`src/rtl/vga_pkg.sv`:
```
// Shared 640x480@60 Hz VGA timing constants, colour widths and a small range helper.
// The frame painters import this too, so they agree with the timing generator on geometry.
package vga_pkg;

    // System clocks per pixel tick (100 MHz system clock -> 25 MHz pixel rate)
    localparam int CLK_DIV = 4;

    // Horizontal timing, in pixels
    localparam int H_VIS   = 640;
    localparam int H_FP    = 16;
    localparam int H_SYNC  = 96;
    localparam int H_BP    = 48;
    localparam int H_TOTAL = H_VIS + H_FP + H_SYNC + H_BP;

    // Vertical timing, in lines
    localparam int V_VIS   = 480;
    localparam int V_FP    = 10;
    localparam int V_SYNC  = 2;
    localparam int V_BP    = 33;
    localparam int V_TOTAL = V_VIS + V_FP + V_SYNC + V_BP;

    // Inclusive sync windows, in scan-counter units
    localparam int H_SYNC_START = H_VIS + H_FP;
    localparam int H_SYNC_END   = H_SYNC_START + H_SYNC - 1;
    localparam int V_SYNC_START = V_VIS + V_FP;
    localparam int V_SYNC_END   = V_SYNC_START + V_SYNC - 1;

    // Scan counter and colour channel widths
    localparam int CNT_W   = 10;
    localparam int RED_W   = 3;
    localparam int GREEN_W = 3;
    localparam int BLUE_W  = 2;

    // Unsigned inclusive range test, used for the sync windows
    function automatic logic in_range(input int unsigned v,
                                      input int unsigned lo,
                                      input int unsigned hi);
        return (v >= lo) && (v <= hi);
    endfunction

endpackage

```
`src/rtl/vga_timing_gen_pix_clk_en.sv`:
```
// Pixel-rate enable: a free-running divider that is high for one system clock
// out of every CLK_DIV, on the last count of the divider.
module pix_clk_en #(
    parameter int CLK_DIV = 4
) (
    input  logic i_clk,
    input  logic i_rst,
    output logic o_pix_en
);

    localparam int DIV_W = $clog2(CLK_DIV);
    localparam logic [DIV_W-1:0] DIV_LAST = DIV_W'(CLK_DIV - 1);

    if (CLK_DIV < 2) begin : g_bad_div
        $error("pix_clk_en: CLK_DIV must be at least 2");
    end

    logic [DIV_W-1:0] r_div;
    logic             w_div_last;

    assign w_div_last = (r_div == DIV_LAST);

    // Divider counts 0..CLK_DIV-1 and wraps
    always_ff @(posedge i_clk or posedge i_rst) begin
        if (i_rst) begin
            r_div <= '0;
        end else if (w_div_last) begin
            r_div <= '0;
        end else begin
            r_div <= r_div + 1'b1;
        end
    end

    // Enable is decoded straight from the count so it is already low in reset
    assign o_pix_en = w_div_last;

endmodule

```
`src/rtl/vga_timing_gen.sv`:
```
// VGA timing generator: scan counters for the painters, plus a registered pin
// stage so colour, hsync and vsync all change on the same pixel tick.
// The pins lag hc/vc by exactly one pixel tick.
module vga_timing_gen #(
    parameter int CLK_DIV = vga_pkg::CLK_DIV,
    parameter int H_VIS   = vga_pkg::H_VIS,
    parameter int H_FP    = vga_pkg::H_FP,
    parameter int H_SYNC  = vga_pkg::H_SYNC,
    parameter int H_BP    = vga_pkg::H_BP,
    parameter int V_VIS   = vga_pkg::V_VIS,
    parameter int V_FP    = vga_pkg::V_FP,
    parameter int V_SYNC  = vga_pkg::V_SYNC,
    parameter int V_BP    = vga_pkg::V_BP
) (
    input  logic                        clk,
    input  logic                        rst,
    output logic [vga_pkg::CNT_W-1:0]   hc,
    output logic [vga_pkg::CNT_W-1:0]   vc,
    output logic                        pix_en,
    output logic                        frame_start,
    input  logic [vga_pkg::RED_W-1:0]   red_in,
    input  logic [vga_pkg::GREEN_W-1:0] green_in,
    input  logic [vga_pkg::BLUE_W-1:0]  blue_in,
    output logic [vga_pkg::RED_W-1:0]   red,
    output logic [vga_pkg::GREEN_W-1:0] green,
    output logic [vga_pkg::BLUE_W-1:0]  blue,
    output logic                        hsync,
    output logic                        vsync
);

    import vga_pkg::*;

    // Geometry derived from this instance's parameters
    localparam int H_TOT    = H_VIS + H_FP + H_SYNC + H_BP;
    localparam int V_TOT    = V_VIS + V_FP + V_SYNC + V_BP;
    localparam int HS_START = H_VIS + H_FP;
    localparam int HS_END   = HS_START + H_SYNC - 1;
    localparam int VS_START = V_VIS + V_FP;
    localparam int VS_END   = VS_START + V_SYNC - 1;

    localparam logic [CNT_W-1:0] H_LAST  = CNT_W'(H_TOT - 1);
    localparam logic [CNT_W-1:0] V_LAST  = CNT_W'(V_TOT - 1);
    localparam logic [CNT_W-1:0] H_VIS_C = CNT_W'(H_VIS);
    localparam logic [CNT_W-1:0] V_VIS_C = CNT_W'(V_VIS);

    if ((H_TOT > (1 << CNT_W)) || (V_TOT > (1 << CNT_W))) begin : g_bad_totals
        $error("vga_timing_gen: line or frame total does not fit the scan counters");
    end

    logic                 w_pix_en;
    logic [CNT_W-1:0]     r_hc;
    logic [CNT_W-1:0]     r_vc;
    logic                 w_h_last;
    logic                 w_v_last;
    logic                 w_visible;
    logic                 w_hs_active;
    logic                 w_vs_active;
    logic [RED_W-1:0]     r_red;
    logic [GREEN_W-1:0]   r_green;
    logic [BLUE_W-1:0]    r_blue;
    logic                 r_hsync;
    logic                 r_vsync;

    pix_clk_en #(
        .CLK_DIV (CLK_DIV)
    ) u_pix_clk_en (
        .i_clk    (clk),
        .i_rst    (rst),
        .o_pix_en (w_pix_en)
    );

    assign w_h_last = (r_hc == H_LAST);
    assign w_v_last = (r_vc == V_LAST);

    // Scan counters advance only on pixel ticks; vc steps at the end of each line
    always_ff @(posedge clk or posedge rst) begin
        if (rst) begin
            r_hc <= '0;
            r_vc <= '0;
        end else if (w_pix_en) begin
            if (w_h_last) begin
                r_hc <= '0;
                if (w_v_last) begin
                    r_vc <= '0;
                end else begin
                    r_vc <= r_vc + 1'b1;
                end
            end else begin
                r_hc <= r_hc + 1'b1;
            end
        end
    end

    // Decode of the current (pre-increment) scan position
    assign w_visible   = (r_hc < H_VIS_C) && (r_vc < V_VIS_C);
    assign w_hs_active = in_range(32'(r_hc), HS_START, HS_END);
    assign w_vs_active = in_range(32'(r_vc), VS_START, VS_END);

    // Pin stage: painter colour is sampled only on the tick, blanked off-screen
    always_ff @(posedge clk or posedge rst) begin
        if (rst) begin
            r_red   <= '0;
            r_green <= '0;
            r_blue  <= '0;
            r_hsync <= 1'b1;
            r_vsync <= 1'b1;
        end else if (w_pix_en) begin
            r_red   <= w_visible ? red_in   : '0;
            r_green <= w_visible ? green_in : '0;
            r_blue  <= w_visible ? blue_in  : '0;
            r_hsync <= ~w_hs_active;
            r_vsync <= ~w_vs_active;
        end
    end

    assign hc          = r_hc;
    assign vc          = r_vc;
    assign pix_en      = w_pix_en;
    assign frame_start = w_pix_en & w_h_last & w_v_last;
    assign red         = r_red;
    assign green       = r_green;
    assign blue        = r_blue;
    assign hsync       = r_hsync;
    assign vsync       = r_vsync;

endmodule

```
`config.mk`:
```
export PLATFORM = sky130hd
export DESIGN_NAME = vga_timing_gen
export DESIGN_NICKNAME = d
export VERILOG_FILES = /design/src/rtl/vga_pkg.sv /design/src/rtl/vga_timing_gen_pix_clk_en.sv /design/src/rtl/vga_timing_gen.sv
export SDC_FILE = /design/constraint.sdc
export NUM_CORES = 1
export LEC_CHECK = 0
export CAP_MARGIN = 0
export CORE_MARGIN = 3
export CORE_UTILIZATION = 30
export DETAILED_ROUTE_END_ITERATION = 8
export PLACE_DENSITY_LB_ADDON = 0.3
export RECOVER_POWER = 50
export SYNTH_ARGS = -nofsm -noshare
export SYNTH_HDL_FRONTEND = slang
export SYNTH_SLANG_ARGS = --single-unit
```
`constraint.sdc`:
```
create_clock -name clk -period 2.4 [get_ports clk]
set_input_delay 0.6 -clock clk [delete_from_list [all_inputs] [get_ports clk]]
set_output_delay 0.6 -clock clk [all_outputs]
set_load 0.01 [all_outputs]
```
==> out/results.txt <==
status -> finished clean
PD cells -> 450 mW/mm²
Slew @ Worst Pin -> 801 ps
register area share after synthesis -> 50.8%
Root Driver -> clkbuf_8
synth unique cells -> 41
Syn Area/Cell -> 11.4 µm²
max-cap viol count -> 0
grt ovf -> 0
Net Count, Synth -> 154
Switch Pwr -> 0.228 mW
Multi-input gate area -> 712 µm²
number of fill cells -> 475
CTS buffer count -> 5
Slew headroom -> 46.6%
DRC errors left -> 0
Largest stage delay, worst path -> 420 ps
count of boundary I/O pins -> 42
Post-DRT Antenna Nets -> 0
clk_skew -> 5.81 ps
initial antenna violation count -> 0
Post-Syn Instances -> 139
Reg area -> 803 µm²
cell with the largest stage delay on the worst path -> or3_4
WP buf/inv -> 1
die area -> 0.00618 mm²
largest cells by area after synthesis -> dfrtp_1, xnor2_1, a22o_1, ha_1, dfstp_2
routed vias/inst -> 4.57
crit-path leading delay family -> simple AND/OR/NAND/NOR gates
clock group share of total power -> 41.9%
Core Area -> 0.00491 mm²
Leak Pwr -> 0.993 nW
vias -> 1251
setup violators final -> 0
switching fraction of total power -> 22.1%
Max Slew Vio Count -> 0
area leader, netlist -> dfrtp_1
crit start category -> register
post-place setup slack -> 48.7 ps
Post-Syn Area -> 0.00158 mm²
DR iter-0 viols -> 45
WL/cell -> 13.2 µm
HP Class -> register to register
# H-tree levels -> 2
post-detail-place hpwl -> 2680 µm
leading cell types in the layout, fill and taps excluded -> clkdlybuf4s50_1, dfrtp_1, buf_4
TritonRoute pass-1 iters -> 4
diode count -> 0
WP data arrival -> 1720 ps
Pint -> 0.805 mW
RSZ-0062 raised after global routing -> false
area grow syn2layout -> 45.3%
Synthesis Warnings -> 0
Nets -> 221
most common cell after layout, fill and taps aside -> clkdlybuf4s50_1
fin crit share -> 96.7%
row cnt -> 25
Vert. Die Dim -> 78.6 µm
maximum clock path buffer count -> 2
critical path peak fanout -> 2
part of the power in registers -> 53.3%
FMAX -> 431 MHz
area share of the largest cell type after synthesis -> 47.5%
largest net degree at the start of global routing -> 33
vias in the first global route -> 1312
share of cells above drive strength 1 -> 22.7%
Final WS setup -> 78.5 ps
Comb power frac -> 4.8%
Final min period -> 2320 ps
CTS clk-pin slew, worst paths -> 60 ps
Clock Latency Late Sink -> 280 ps
GRT Util Overall -> 12.8%
GP Congestion -> 0.748
initial core utilization -> 32.2%
aggregate routed wire length -> 3620 µm
CP Capture Type -> output pin
Total Neg Setup Slack -> 0 ps
IO Port Bufs -> 41
first-pass GRT wire length -> 6190 µm
final hold vios -> 0
die width -> 78.6 µm
CTS Sinks -> 32
Synth Register Bits -> 32
crit path kind -> register to output pin
Cell Chain, Critical Path -> ha_1 > nand4_4 > or3_4 > nor2_4 > clkdlybuf4s15_1
TritonCTS clock tree -> built
CP required -> 1800 ps
worst vdd ir -> 287 µV
## metrics by stage
stage / cell area (µm²) / hold slack, ps / util, % / instances / power (mW)
after floorplan: 1580 / 403 / - / 139 / 0.578
after global placement: 2210 / 413 / 45.1 / 265 / 0.612
after detailed placement: 2210 / 429 / 45.1 / 265 / 0.612
after CTS: 2310 / 442 / 47.1 / 273 / 1.05
after global routing: 2300 / 439 / 46.8 / 274 / 1.07
final: 2300 / 432 / 46.8 / 274 / 1.03
## cell usage after synthesis
| cell type | number |
|---|---|
| nor3_1 | 2 |
| a21oi_1 | 2 |
| nand2_1 | 8 |
| inv_1 | 7 |
| o211ai_1 | 1 |
| nand4_1 | 2 |
| nor3b_1 | 1 |
| dfstp_2 | 2 |
| nor3_4 | 1 |
| nor4b_4 | 1 |
| nand4b_2 | 1 |
| and3_1 | 2 |
| and4_1 | 1 |
| o21ai_0 | 6 |
| inv_2 | 1 |
| a21bo_2 | 1 |
| nor4b_1 | 2 |
| nor2_1 | 12 |
| nor4_4 | 1 |
| a41oi_1 | 1 |
| or3_4 | 1 |
| dfrtp_1 | 30 |
| nor2_4 | 1 |
| xor2_1 | 3 |
| ha_1 | 5 |
| or2_1 | 1 |
| o22ai_1 | 1 |
| nand3_1 | 10 |
| buf_6 | 1 |
| or3_1 | 1 |
| nand4_4 | 1 |
| nor4_2 | 2 |
| nand3b_1 | 1 |
| xnor2_1 | 10 |
| o31ai_1 | 1 |
| buf_2 | 3 |
| nand4b_1 | 1 |
| and2_1 | 1 |
| a22o_1 | 8 |
| a31o_2 | 1 |
| nand4_2 | 1 |
## power by group through the flow
| stage | logic (mW) | clock network [mW] | registers [mW] |
|---|---|---|---|
| after floorplan | 0.0147 | 0 | 0.563 |
| after global placement | 0.0515 | 0 | 0.560 |
| after detailed placement | 0.0525 | 0 | 0.560 |
| after CTS | 0.0522 | 0.445 | 0.550 |
| after global routing | 0.0548 | 0.468 | 0.551 |
| final | 0.0498 | 0.433 | 0.550 |
## what timing repair did
item / 4_1_cts / 5_1_grt
setup endpoints to repair: 1 / 1
pin swaps: 0 / 1
hold buffers: 0 / 0
gates resized for setup: 3 / 4
setup buffers: 0 / 1
## sequential cells by signal, summed over array words and instances (netlist names)
register,count
red,3
blue,2
vsync,1
green,3
hsync,1
hc,10
u_pix_clk_en.r_div,2
vc,10
## logic make-up after synthesis
family	synth area share, %
AO/OA/AOI/OAI	10.0
XOR/XNOR	7.20
adder cells (fa/ha/maj)	3.96
buffers and inverters	3.56
flip-flops	50.8
AND/OR/NAND/NOR	24.4
## path summary, 6_finish.rpt
kind | from | end | slack [ps] | depth (start not counted)
worst max-delay path | hc[0] | frame_start | 80 | 5
worst min-delay path | u_pix_clk_en.r_div[0] | u_pix_clk_en.r_div[0] | 430 | 1
worst max register to register | hc[5] | vc[8] | 460 | 5
worst min register to register | u_pix_clk_en.r_div[0] | u_pix_clk_en.r_div[0] | 430 | 1
max in group asynchronous | rst | u_pix_clk_en.r_div[0] | 910 | 3
min in group asynchronous | rst | red[2] | 980 | 3
## layout make-up
| type | count | area share, % |
|---|---|---|
| multi-input combinational | 95 | 31.0 |
| clock inverter | 2 | 0.435 |
| sequential | 32 | 34.9 |
| tap | 67 | 3.65 |
| timing repair buffer | 64 | 25.1 |
| clock buffer | 6 | 3.59 |
| inverter | 8 | 1.31 |
## routing by layer
metal	global-route usage, %	vias up	wire [µm]
li1	-	624	-
met1	17.2	585	1730
met2	18.8	34	1590
met3	4.24	8	228
met4	5.24	0	65
met5	0	-	0
Power figures use the tool's default switching activity.
